[config.mk]
export PLATFORM = sky130hd
export DESIGN_NAME = ifetch_unit
export DESIGN_NICKNAME = d
export VERILOG_FILES = /design/src/rtl/ifetch_unit.sv
export SDC_FILE = /design/constraint.sdc
export NUM_CORES = 1
export LEC_CHECK = 0
export BUFFER_PORTS_ARGS = -buffer_cell sky130_fd_sc_hd__buf_2
export CAP_MARGIN = 20
export CORE_ASPECT_RATIO = 2
export CORE_MARGIN = 5
export CORE_UTILIZATION = 30
export CTS_CLUSTER_DIAMETER = 60
export CTS_CLUSTER_SIZE = 14
export DETAILED_ROUTE_END_ITERATION = 10
export PLACE_DENSITY = 0.61
export SYNTH_ARGS = -nofsm -noshare
export SYNTH_HDL_FRONTEND = slang
export SYNTH_SLANG_ARGS = --single-unit
[constraint.sdc]
create_clock -name clk -period 13.1 [get_ports clk]
set_clock_uncertainty 0.2 [all_clocks]
set_input_delay 1.965 -clock clk [delete_from_list [all_inputs] [get_ports clk]]
set_output_delay 1.965 -clock clk [all_outputs]
set_load 0.05 [all_outputs]
[src/rtl/ifetch_unit.sv]
// rtl/ifetch_unit.sv - instruction fetch stage: PC, IF/ID register, early jumps, NOOP-run halt
module ifetch_unit #(
    parameter int              PC_W       = 32,
    parameter logic [PC_W-1:0] RESET_PC   = '0,
    parameter int              NOOP_LIMIT = 4
) (
    input  logic            clk,
    input  logic            rst,
    output logic [PC_W-1:0] imem_pc,
    input  logic [31:0]     imem_instr,
    input  logic            stall,
    input  logic            redirect_valid,
    input  logic [PC_W-1:0] redirect_target,
    output logic            if_valid,
    output logic [31:0]     if_instr,
    output logic [PC_W-1:0] if_pc,
    output logic [PC_W-1:0] if_pc_plus1,
    output logic            halted
);

    typedef enum logic {
        ST_RUN    = 1'b0,
        ST_HALTED = 1'b1
    } state_t;

    // NOOP_LIMIT is at most 15, so four counter bits always suffice
    localparam logic [3:0] NOOP_LIM = 4'(NOOP_LIMIT);

    state_t          state_q;
    logic [PC_W-1:0] pc_q;
    logic [PC_W-1:0] pc_plus1;
    logic [PC_W-1:0] pc_d;
    logic            if_valid_q;
    logic [31:0]     if_instr_q;
    logic [PC_W-1:0] if_pc_q;
    logic [PC_W-1:0] if_pc_plus1_q;
    logic            halted_q;
    logic [3:0]      noop_cnt_q;
    logic [3:0]      noop_cnt_inc;
    logic            is_jump;
    logic            is_noop;
    logic [PC_W-1:0] jump_offset;

    // Next PC for a normal fetch: J/JAL resolve here, everything else falls through
    always_comb begin
        pc_plus1     = pc_q + PC_W'(1);
        is_jump      = (imem_instr[31:26] == 6'b000001) || (imem_instr[31:26] == 6'b000010);
        is_noop      = (imem_instr == 32'd0);
        jump_offset  = {{(PC_W-16){imem_instr[15]}}, imem_instr[15:0]};
        noop_cnt_inc = noop_cnt_q + 4'd1;
        pc_d         = pc_plus1;
        if (is_jump) begin
            pc_d = pc_plus1 + jump_offset;
        end
    end

    // Fetch FSM: redirect > stall > fetch in RUN; HALTED freezes everything until reset
    always_ff @(posedge clk or posedge rst) begin
        if (rst) begin
            state_q       <= ST_RUN;
            pc_q          <= RESET_PC;
            if_valid_q    <= 1'b0;
            if_instr_q    <= 32'd0;
            if_pc_q       <= '0;
            if_pc_plus1_q <= '0;
            halted_q      <= 1'b0;
            noop_cnt_q    <= 4'd0;
        end else begin
            case (state_q)
                ST_RUN: begin
                    if (redirect_valid) begin
                        pc_q       <= redirect_target;
                        if_valid_q <= 1'b0;
                        noop_cnt_q <= 4'd0;
                    end else if (!stall) begin
                        pc_q          <= pc_d;
                        if_instr_q    <= imem_instr;
                        if_pc_q       <= pc_q;
                        if_pc_plus1_q <= pc_plus1;
                        if_valid_q    <= 1'b1;
                        if (is_noop) begin
                            if (noop_cnt_inc >= NOOP_LIM) begin
                                noop_cnt_q <= NOOP_LIM;
                                halted_q   <= 1'b1;
                                state_q    <= ST_HALTED;
                            end else begin
                                noop_cnt_q <= noop_cnt_inc;
                            end
                        end else begin
                            noop_cnt_q <= 4'd0;
                        end
                    end
                end
                ST_HALTED: begin
                    // The final NOOP gets its one valid cycle, then the stage goes quiet
                    if_valid_q <= 1'b0;
                    halted_q   <= 1'b1;
                end
                default: begin
                    state_q <= ST_RUN;
                end
            endcase
        end
    end

    assign imem_pc     = pc_q;
    assign if_valid    = if_valid_q;
    assign if_instr    = if_instr_q;
    assign if_pc       = if_pc_q;
    assign if_pc_plus1 = if_pc_plus1_q;
    assign halted      = halted_q;

endmodule

==> results.md, run 1 <==
- FILL cells: 2796
- Nets: 1264
- Crit-path most repeated cell: buf_4
- Synthesis Warnings: 0
- Ant. Diodes: 0
- Max-cap viol count: 0
- Initial core utilization: 30.2%
- Lkg Pwr: 4.95 nW
- Sequential Area: 3380 µm²
- Clock Pin Slew Worst Setup and Hold Paths: 0.06 ns
- Gr ovfl total: 0
- Unrepaired setup endpoints after global routing: no
- WP depth: 10
- Pint: 0.968 mW
- DR vias: 7538
- Fraction of registers with async set/reset: 100%
- Worst path max stage delay: 0.65 ns
- Fin. Hold Viols: 0
- Worst EP arrival: 4.66 ns
- Tmin final: 4.54 ns
- Postcts setup bufs: 0
- Syn Area/Cell: 8.26 µm²
- Number of buffers created by CTS: 17
- Distinct cells, synth: 71
- Fraction of the yosys area taken by sequential cells: 41.9%
- Clock sinks: 135
- PwrDens: 166 nW/µm²
- CTS Hold Bufs: 0
- Required @ worst endpoint: 13.21 ns
- End of the critical path: imem_pc[29]
- Max Buffers Root-to-Sink: 2
- R2R cell count: 17
- Chip height: 242 µm
- Synth-to-layout area growth: 24.2%
- Pre-antenna DRT Iters: 5
- CP Launch Point: redirect_valid
- Critical path's top delay family: buffers and inverters
- Ys flop type: dfrtp_1
- Met2 Wirelength: 11400 µm
- FF-to-FF Start: imem_pc[0]
- FF-to-FF End: imem_pc[31]
- DR iter-0 viols: 569
- CP max stage cell: buf_4
- Setup violations, final: 0
- Sequential power share: 31.8%
- DRC: 0
- Synthesis-stage register bit count: 135
- Largest net degree at the start of global routing: 88
- Clock latency on the worst-skew pair: 0.43 ns
- Total power: 1.66 mW
- Worst Hold Class: register to register
- Hold Path Stages: 2
- Slew headroom: 35.7%
- Core region area: 26700 µm²
- Nature of the critical path startpoint: primary input
- Share of cells above drive strength 1: 23.0%
- Worst path cell trace: buf_2 > buf_4 > inv_1 > buf_4 > a21o_1 > nor2_4 > buf_4 > nand2_1 > o221a_2 > and3_1
- Worst-margin pin slew: 0.964 ns
- Post-CTS Resized: 0
- Initial antenna violation count: 0
- Top routing layer used: met4
- Port Buf Inserts: 197
- Num ports: 198
- Total GRT Usage: 16.5%
- DP HPWL: 19700 µm
- Vias in the first global route: 7328
- Wire length on met3: 1800 µm
- Worst setup path class: primary input to register
- Cell area after synthesis: 8060 µm²
- Vias per cell: 4.97
- NetSw: 0.693 mW
- Area of the multi-input gates: 4380 µm²
- Crit. End Element: register
- Crit path buffers/inverters: 5
- R2R setup slack: 8.76 ns
- Post-Syn Instances: 976
- VDD IR-drop max: 0.0000799 V
- Worst Path Max Fanout: 78
- Final ANT Viol Nets: 0
- Net Count, Synth: 1085
- Final slew viol count: 0
- Row count: 85
- Total Routed Length: 25500 µm
- Die width: 126 µm
- Synth area leaders: dfrtp_1, nand2_1, ha_1
- Wirelength per Cell: 16.8 µm
- CTS Root Cell: clkbuf_16
- Max Clock Freq: 0.220 GHz
- Tcrit/Tclk final: 34.7%
- Run status: completed
- Metal-1 WL: 11900 µm
- Yosys top cell area share: 41.9%
- Final GP Congestion: 0.879
- Number of synthesized flops with an enable pin: 0
- CTS H-tree depth: 4
- First-pass GRT wire length: 40700 µm
- Total die area: 30500 µm²
- Fin Setup TNS: 0 ns
- Gate power share: 37.2%
- TritonCTS clock tree: built
- Clock Power Share: 30.9%
- Sw Share: 41.7%
- Most area-hungry cell type in the Yosys netlist: dfrtp_1
area by class of cell:
class / instances / share of cell area (%)
multi-input cells: 758 / 43.8
flip-flops and latches: 135 / 33.7
clock buffers: 18 / 4.28
inverters: 38 / 1.47
well taps: 348 / 4.35
repair buffers: 205 / 10.4
clock inverters: 14 / 1.97
cell families (layout without fill, tap and decap cells):
group	count (synthesis)	after routing	synth area share, %
muxes	4	4	0.590
DFF	135	135	41.9
AOI/OAI and AO/OA	215	215	17.0
and+or+nand+nor	443	443	24.1
xor gates and xnor gates	55	55	5.97
adders and majority gates	41	41	6.46
buffers and inverters	83	275	3.94
layout by cell type (no fill, tap or decap), types with 4 or more instances in the layout:
cell type	synthesis	routed
nand2_1	295	294
buf_2	1	197
dfrtp_1	135	135
o21ai_0	75	75
a21oi_1	51	50
nor2_1	48	48
ha_1	40	40
inv_1	38	37
xnor2_1	35	35
xor2_1	20	20
nand3_1	17	17
clkbuf_16	0	17
or3_1	13	13
a21o_1	11	11
nor3_1	11	11
o211ai_1	10	10
nand4_1	10	10
nor4_1	9	9
and3_1	8	8
buf_4	1	8
a211oi_1	7	7
o31ai_1	7	7
a31oi_1	6	6
nand2b_1	6	6
and2_1	6	6
a221oi_1	5	5
o21bai_1	5	5
o21a_1	4	4
inv_6	0	4
bufinv_16	0	4
cells in the mapped netlist, types with 13 or more instances:
library cell and number:
or3_1 13, ha_1 40, nand2_1 295, nor2_1 48
a21oi_1 51, clkbuf_1 42, o21ai_0 75, dfrtp_1 135
xor2_1 20, inv_1 38, nand3_1 17, xnor2_1 35
layer usage:
layer	GRT usage (%)	up-vias
li1	-	3701
met1	23.4	3552
met2	25.3	256
met3	3.89	29
met4	4.71	0
met5	0	-
worst min-delay path, delay by kind of cell (launching register included):
kind | cells | cell delay (ns)
DFF | 1 | 0.34
and+or+nand+nor | 2 | 0.10
stage by stage:
stage          cells  hold WS, ns  worst slack, ns  instance area (µm²)  util, %
2_1_floorplan    976        0.264             7.32                 8060        -
6_report        1516        0.270             8.56                10000     37.5
4_1_cts         1516        0.273             8.56                10000     37.5
3_5_place_dp    1484        0.257             8.12                 9390     35.2
5_1_grt         1516        0.290             8.31                10000     37.5
3_3_place_gp    1484        0.253             8.15                 9390     35.2
how the worst min path moves through the flow:
stage	startpoint	to	slack (ns)
2_1_floorplan	noop_cnt_q[3]	noop_cnt_q[3]	0.26
3_3_place_gp	if_pc_plus1[6]	if_pc_plus1[6]	0.25
3_5_place_dp	if_instr[3]	if_instr[3]	0.26
4_1_cts	if_pc[19]	if_pc[19]	0.27
5_1_grt	if_pc[19]	if_pc[19]	0.29
6_report	if_instr[0]	if_instr[0]	0.27
state kept, by name, summed over array words and instances, names as in the netlist:
register,cells
if_pc_plus1,32
if_pc,32
imem_pc,32
noop_cnt_q,4
halted,1
state_q,1
if_valid,1
if_instr,32
power by group through the flow:
stage	clock network, mW	registers [mW]	logic [mW]
4_1_cts	0.524	0.528	0.623
3_5_place_dp	0	0.535	0.621
5_1_grt	0.542	0.538	0.670
2_1_floorplan	0	0.738	0.252
3_3_place_gp	0	0.533	0.615
6_report	0.514	0.528	0.618
No activity file was read; power rests on OpenSTA's default activity.
==> inputs of run 2 (changes only) <==
ABC_AREA = 1   (was default)
PLACE_DENSITY = 0.62   (was 0.61)
clock period = 3.7 ns   (was 13.1 ns; I/O delays follow)
==> run 2 against run 1 <==
Clock-buffer cell count is the same; design area up 13%; wire length up 40%; first-iteration DRC count increased by 9.1%; sequential share of layout area down 4.0 points; largest cell class unchanged; die area is 12% higher; sequential cell count did not move; register-to-register slack worse by 8.5 ns; global-route usage grew 4.2 points; synthesized cell count rose by 40%; combinational power grew 65%; total power rose to 2.5 times the previous value.
==> results.md, run 2 <==
- Run status: completed
- Synthesis-stage register bit count: 135 (unchanged)
- Core region area: 30100 µm² (+13%)
- Gr ovfl total: 0 (unchanged)
- Min Hold Slack: 0.0105 ns (-0.260 ns)
- Chip height: 256 µm (+5.9%)
- Synth area leaders: dfrtp_1, nand2_1, inv_1
- Pre-CTS WS: 0.0158 ns (-8.11 ns)
- Num ports: 198 (unchanged)
- Most frequent cells in the layout: nand2_1, buf_2, inv_1, dfrtp_1, nor2_1
- Initial core utilization: 30.2% (about the same)
- Finished Core Util: 37.8% (+0.24 points)
- Cell area after synthesis: 9080 µm² (+13%)
- Clock latency on the worst-skew pair: 0.45 ns (+0.02 ns)
- Row count: 90 (+5.9%)
- Slew headroom: 43.4% (+7.7 points)
- Final ANT Viol Nets: 0 (unchanged)
- Clock Pin Slew Worst Setup and Hold Paths: 0.07 ns (about the same)
- Synth-to-layout area growth: 25.0%
- Net Count, Synth: 1480 (+36%)
- Synth Area in Compound Gates: 8.83% (-8.2 points)
- Post-CTS Resized: 0 (unchanged)
- First-pass GRT wire length: 53800 µm (+32%)
- Ant. Diodes: 0 (unchanged)
- DR iter-0 viols: 621 (+9.1%)
- Total power: 4.19 mW (+150%)
- PwrDens: 369 nW/µm² (+120%)
- Synthesis Warnings: 0 (unchanged)
- Max Clock Freq: 0.289 GHz
- CP Launch Point: imem_pc[0]
- FF-to-FF Start: imem_pc[0]
- Postcts setup bufs: 0 (unchanged)
- Total die area: 34100 µm² (+12%)
- Number of buffers created by CTS: 17 (unchanged)
- Fraction of registers with async set/reset: 100% (unchanged)
- Ys flop type: dfrtp_1
- Yosys top cell area share: 37.2% (-4.7 points)
- Nature of the critical path startpoint: register
- Setup violations, final: 0 (unchanged)
- Crit. End Element: register
- Synth Area in Adders: 5.73% (-0.73 points)
- Worst Hold Class: primary input to asynchronous set/reset pin
- Worst-margin pin slew: 0.843 ns (-0.122 ns)
- Count leader, synth: nand2_1
- Port Buf Inserts: 197 (unchanged)
- DP HPWL: 29000 µm (+47%)
- Worst setup path class: register to register
- VDD IR-drop max: 0.000340 V (+330%)
- DRC: 0 (unchanged)
- Worst EP arrival: 3.60 ns (-1.06 ns)
- Wirelength per Cell: 18.1 µm (+7.7%)
- Max Buffers Root-to-Sink: 2 (unchanged)
- R2R setup slack: 0.24 ns (-8.52 ns)
- Nets: 1699 (+34%)
- Final slew viol count: 0 (unchanged)
- Worst Path Max Fanout: 5 (-94%)
- Required @ worst endpoint: 3.84 ns (-9.37 ns)
- TritonCTS clock tree: built
- Post-Syn Instances: 1371 (+40%)
- Clock sinks: 135 (unchanged)
- Final WS setup: 0.240 ns (-8.32 ns)
- Tmin final: 3.46 ns
- Commonest cells in the netlist: nand2_1, inv_1, dfrtp_1, nor2_1, nand3_1
- Area of placed instances: 10700 µm² (+14%)
- Sequential Area: 3380 µm² (about the same)
- CTS H-tree depth: 4 (unchanged)
- Cell area after layout: 11400 µm² (+13%)
- Fin. Hold Viols: 0 (unchanged)
- Tcrit/Tclk final: 93.5%
- Final GP Congestion: 0.920 (+4.6%)
- Largest net degree at the start of global routing: 85 (-3.4%)
- Share of cells above drive strength 1: 20.0% (-3.0 points)
- Multiplexer share of the synthesized area: 0% (-0.59 points)
- Post-Synth Simple-Gate Area: 36.8% (+13 points)
- Pre-antenna DRT Iters: 5 (unchanged)
- Max-cap viol count: 0 (unchanged)
- Die width: 133 µm (+5.7%)
- Syn Area/Cell: 6.63 µm² (-20%)
- CTS Root Cell: clkbuf_16
- Largest family of logic cells by synthesized area: simple AND/OR/NAND/NOR gates
- CTS Hold Bufs: 0 (unchanged)
- End of the critical path: imem_pc[22]
- Lkg Pwr: 6.45 nW (+30%)
- Vias per cell: 4.90 (-1.5%)
- Total Routed Length: 35700 µm (+40%)
- Total GRT Usage: 20.8% (+4.2 points)
- Most area-hungry cell type in the Yosys netlist: dfrtp_1
- Distinct cells, synth: 39 (-45%)
- Initial antenna violation count: 0 (unchanged)
- Area of the multi-input gates: 4930 µm² (+12%)
- Most common cell after layout, fill and taps aside: nand2_1
- FF-to-FF End: imem_pc[22]
- Fraction of the yosys area taken by sequential cells: 37.2% (-4.7 points)
- DR vias: 9649 (+28%)
- Vias in the first global route: 9418 (+29%)
- Xor/xnor share of the synthesized area: 2.20% (-3.8 points)
- FILL cells: 3239 (+16%)
- Number of synthesized flops with an enable pin: 0 (unchanged)
- R2R cell count: 21 (+4)
## run 2: cell count changes in the layout (fill, tap and decap cells not counted), moves of 8 or more
| cell | before | now |
|---|---|---|
| a21o_1 | 11 | 2 |
| a21oi_1 | 50 | 37 |
| and3_1 | 8 | 0 |
| buf_4 | 8 | 39 |
| inv_1 | 37 | 173 |
| nand2_1 | 294 | 525 |
| nand3_1 | 17 | 79 |
| nor2_1 | 48 | 122 |
| o21ai_1 | 2 | 10 |
| or3_1 | 13 | 0 |
| xnor2_1 | 35 | 2 |
## run 2: cells by family (layout without fill, tap and decap cells)
| kind of cell | Yosys count | after routing |
|---|---|---|
| fa+ha+maj | 41 | 41 |
| compound gates | 150 | 150 |
| xor+xnor | 22 | 22 |
| flops | 135 | 135 |
| simple gates | 803 | 803 |
| buf+inv | 220 | 452 |
## run 2: how the worst min path moves through the flow
| stage | from | to | slack (ns) | cells after the start |
|---|---|---|---|---|
| CTS | rst | if_instr[19] | 0.02 | 2 |
| finish | rst | if_instr[19] | 0.01 | 2 |
| detailed placement | if_instr[2] | if_instr[2] | 0.26 | 2 |
| floorplan | state_q | state_q | 0.26 | 2 |
| global placement | if_instr[4] | if_instr[4] | 0.25 | 2 |
| global route | rst | if_instr[19] | 0.06 | 2 |
## run 2: worst max-delay path, stage by stage, from the launching register on
cell and delay (ns):
dfrtp_2 0.40, ha_2 0.22, nand2_2 0.07, inv_2 0.08, nand3_2 0.13, nor2_4 0.16
nand3_2 0.14, clkinv_1 0.09, nand3_1 0.09, and2_2 0.27, ha_4 0.31, nand2_1 0.09
nor3_1 0.21, inv_1 0.13, nor3_2 0.18, nand2_1 0.10, nand2_1 0.07, nand2_1 0.05
nand3_1 0.06, nand3_1 0.13, nand2_1 0.12, nand2_1 0.06
## run 2: final cells by class
class                      instances  area share, %
clock buffer                      18           3.78
clock inverter                    14           1.01
inverter                         180           6.01
multi-input combinational       1016           43.4
sequential                       135           29.8
tap                              368           4.06
timing repair buffer             240           12.0
## run 2: where the power goes
group          internal [mW]  switching [mW]  leakage, nW  total, mW
logic                  0.315           0.707         4.37       1.02
clock network          0.872           0.745        0.269       1.62
registers               1.51          0.0437         1.81       1.55
total                   2.69            1.50         6.45       4.19
## run 2: through the flow
| stage | setup TNS, ns | cells |
|---|---|---|
| 2_1_floorplan | 0 | 1371 |
| 3_3_place_gp | 0 | 1939 |
| 3_5_place_dp | 0 | 1939 |
| 4_1_cts | 0 | 1971 |
| 5_1_grt | -0.00786 | 1971 |
| 6_report | 0 | 1971 |
## run 2: metal layers
metal | routed length [µm] | share of wire, % | track usage [%] | vias to the layer above
li1 | - | - | - | 4734
met1 | 12700 | 36 | 20.8 | 4510
met2 | 19100 | 53 | 38.5 | 305
met3 | 1320 | 3.7 | 3.17 | 100
met4 | 2630 | 7.4 | 14.2 | 0
met5 | 0 | 0 | 0 | -
==> inputs of run 3 (changes only) <==
CELL_PAD_IN_SITES_DETAIL_PLACEMENT = 0   (was default)
CELL_PAD_IN_SITES_GLOBAL_PLACEMENT = 1   (was default)
PLACE_DENSITY = 0.79   (was 0.62)
==> run 3 against run 2 <==
Sequential share of layout area fell by 0.31 points; clock-buffer cell count fell by 1; cell count rose by 0.51%; non-clock buffer count is 9 higher; design area increased by 1.1%; core utilization grew 0.40 points; clock power increased by 7%; total power rose by 4.1%; largest cell class unchanged; largest power group unchanged; highest routed layer unchanged.
==> results.md, run 3 (same netlist as run 2, synthesis figures left out) <==
- Run status: completed
- PwrDens: 380 nW/µm² (+3.0%)
- Wirelength per Cell: 18.7 µm (+3.2%)
- Worst path max stage delay: 0.48 ns (+0.08 ns)
- Slew headroom: 53.9% (+10 points)
- Num ports: 198 (unchanged)
- Fin. Hold Viols: 0 (unchanged)
- Worst-margin pin slew: 0.692 ns (-0.150 ns)
- Initial core utilization: 30.2% (unchanged)
- Final slew viol count: 0 (unchanged)
- Most frequent cells in the layout: nand2_1, buf_2, inv_1, dfrtp_1, nor2_1
- Clock latency on the worst-skew pair: 0.46 ns (about the same)
- Total power: 4.36 mW (+4.1%)
- Total die area: 34100 µm² (unchanged)
- Crit-path most repeated cell: nand2_1
- Number of buffers created by CTS: 17 (unchanged)
- Chip height: 256 µm (unchanged)
- Vias per cell: 4.85 (-0.99%)
- Total Routed Length: 37100 µm (+3.8%)
- TritonCTS clock tree: built
- First-pass GRT wire length: 55700 µm (+3.5%)
- Max-cap viol count: 0 (unchanged)
- Area of the multi-input gates: 4950 µm² (+0.43%)
- VDD IR-drop max: 0.000337 V (-0.88%)
- Crit. End Element: register
- DR vias: 9602 (-0.49%)
- Row count: 90 (unchanged)
- Clock Power Share: 40.0% (+1.4 points)
- Tmin final: 3.52 ns (+0.0643 ns)
- Synth-to-layout area growth: 26.3%
- Initial antenna violation count: 0 (unchanged)
- Total GRT Usage: 21.6% (+0.86 points)
- Largest net degree at the start of global routing: 72 (-15%)
- Clock sinks: 135 (unchanged)
- Pint: 2.79 mW (+3.6%)
- Sequential power share: 35.5% (-1.5 points)
- Worst path cell trace: inv_1 > nor3_1 > nand2_1 > nor3b_1 > nand3_1 > and2_1 > ha_1 > nand2_1 > a21oi_1 > nor2_1 > nand2_1 > inv_1 > nand2_1 > a21oi_1 > nand2_1 > nand3_1 > nand2_1 > nand2_1 > nand2_1
- Final GP Congestion: 0.937 (+1.9%)
- CTS Root Cell: clkbuf_16
- Worst Path Max Fanout: 7 (+2)
- Worst Hold Class: primary input to register
- Sw Share: 36.0% (+0.26 points)
- Sequential Area: 3380 µm² (unchanged)
- Max Buffers Root-to-Sink: 2 (unchanged)
- Pre-CTS WS: 0.0684 ns (+0.0525 ns)
- Most common cell after layout, fill and taps aside: nand2_1
- DP HPWL: 29700 µm (+2.5%)
- Worst setup path class: register to register
- Gr ovfl total: 0 (unchanged)
- Setup violations, final: 0 (unchanged)
- DR iter-0 viols: 686 (+10%)
- Required @ worst endpoint: 3.85 ns (about the same)
- Nets: 1708 (+0.53%)
- Max Clock Freq: 0.284 GHz (-1.8%)
- Vias in the first global route: 9536 (+1.3%)
- DRC: 0 (unchanged)
- Clock Pin Slew Worst Setup and Hold Paths: 0.07 ns (about the same)
- Core region area: 30100 µm² (unchanged)
- FILL cells: 3264 (+0.77%)
- Port Buf Inserts: 197 (unchanged)
- Die width: 133 µm (unchanged)
- CTS H-tree depth: 4 (unchanged)
- Gate power share: 24.5% (about the same)
- Final WS setup: 0.176 ns (-0.0643 ns)
- Nature of the critical path startpoint: register
- Tcrit/Tclk final: 95.2% (+1.7 points)
- Worst EP arrival: 3.68 ns (+0.08 ns)
- Share of cells above drive strength 1: 20.5% (+0.51 points)
- NetSw: 1.57 mW (+4.8%)
- CP max stage cell: dfrtp_2
- Lkg Pwr: 6.50 nW (+0.89%)
- Final ANT Viol Nets: 0 (unchanged)
- Pre-antenna DRT Iters: 5 (unchanged)
==> run 3: worst paths after layout <==
kind,start,to,slack [ns],cells after the start
worst max register to register,imem_pc[24],imem_pc[31],0.18,19
worst min-delay path,imem_instr[29],if_instr[29],0.13,3
max in group asynchronous,rst,imem_pc[26],1.93,4
min in group asynchronous,rst,imem_pc[5],0.54,3
worst max-delay path,imem_pc[24],imem_pc[31],0.18,19
worst min register to register,if_instr[4],if_instr[4],0.26,2
==> run 3: stage by stage <==
step                      utilization [%]  cell area, µm²  std cells  TNS (ns)  hold WS [ns]
after global routing                 38.2           11500       1980  -0.00186         0.123
after floorplan                         -            9090       1371         0         0.260
after detailed placement             35.9           10800       1947         0         0.254
after CTS                            37.9           11400       1980         0         0.110
final                                38.2           11500       1981         0         0.131
after global placement               35.9           10800       1947         0         0.248
==> run 3: power by group through the flow <==
| stage | registers, mW | logic, mW | clock network, mW |
|---|---|---|---|
| 2_1_floorplan | 1.67 | 0.549 | 0 |
| 3_3_place_gp | 1.57 | 1.05 | 0 |
| 3_5_place_dp | 1.57 | 1.05 | 0 |
| 4_1_cts | 1.55 | 1.06 | 1.78 |
| 5_1_grt | 1.55 | 1.17 | 1.84 |
| 6_report | 1.55 | 1.07 | 1.74 |
==> run 3: per-layer routing <==
metal / vias up / GRT usage, % / wire (µm)
met5: - / 0 / 0
met4: 0 / 11.2 / 1840
met3: 77 / 3.01 / 1430
met2: 307 / 42.0 / 20900
met1: 4471 / 21.8 / 12900
li1: 4747 / - / -
==> run 3: area by class of cell <==
cell class	instances	share of cell area, %
multi-input cells	1016	43.1
inverters	180	5.94
clock inverters	15	1.38
repair buffers	249	12.3
well taps	368	4.01
clock buffers	17	3.71
diodes	1	0.0218
flip-flops and latches	135	29.4
==> run 3: worst max-delay path, delay by kind of cell (launching register included) <==
kind | cells | cell delay [ns]
buffers and inverters | 2 | 0.20
flip-flops | 1 | 0.48
AND/OR/NAND/NOR | 14 | 1.85
AO/OA/AOI/OAI | 2 | 0.30
adder cells (fa/ha/maj) | 1 | 0.37
==> run 3: repair_timing <==
item,in CTS,in global routing
resized for setup,0,19
hold endpoints to repair,23,0
buffers inserted,0,0
hold buffers,1,0
endpoints found under the setup margin,0,17
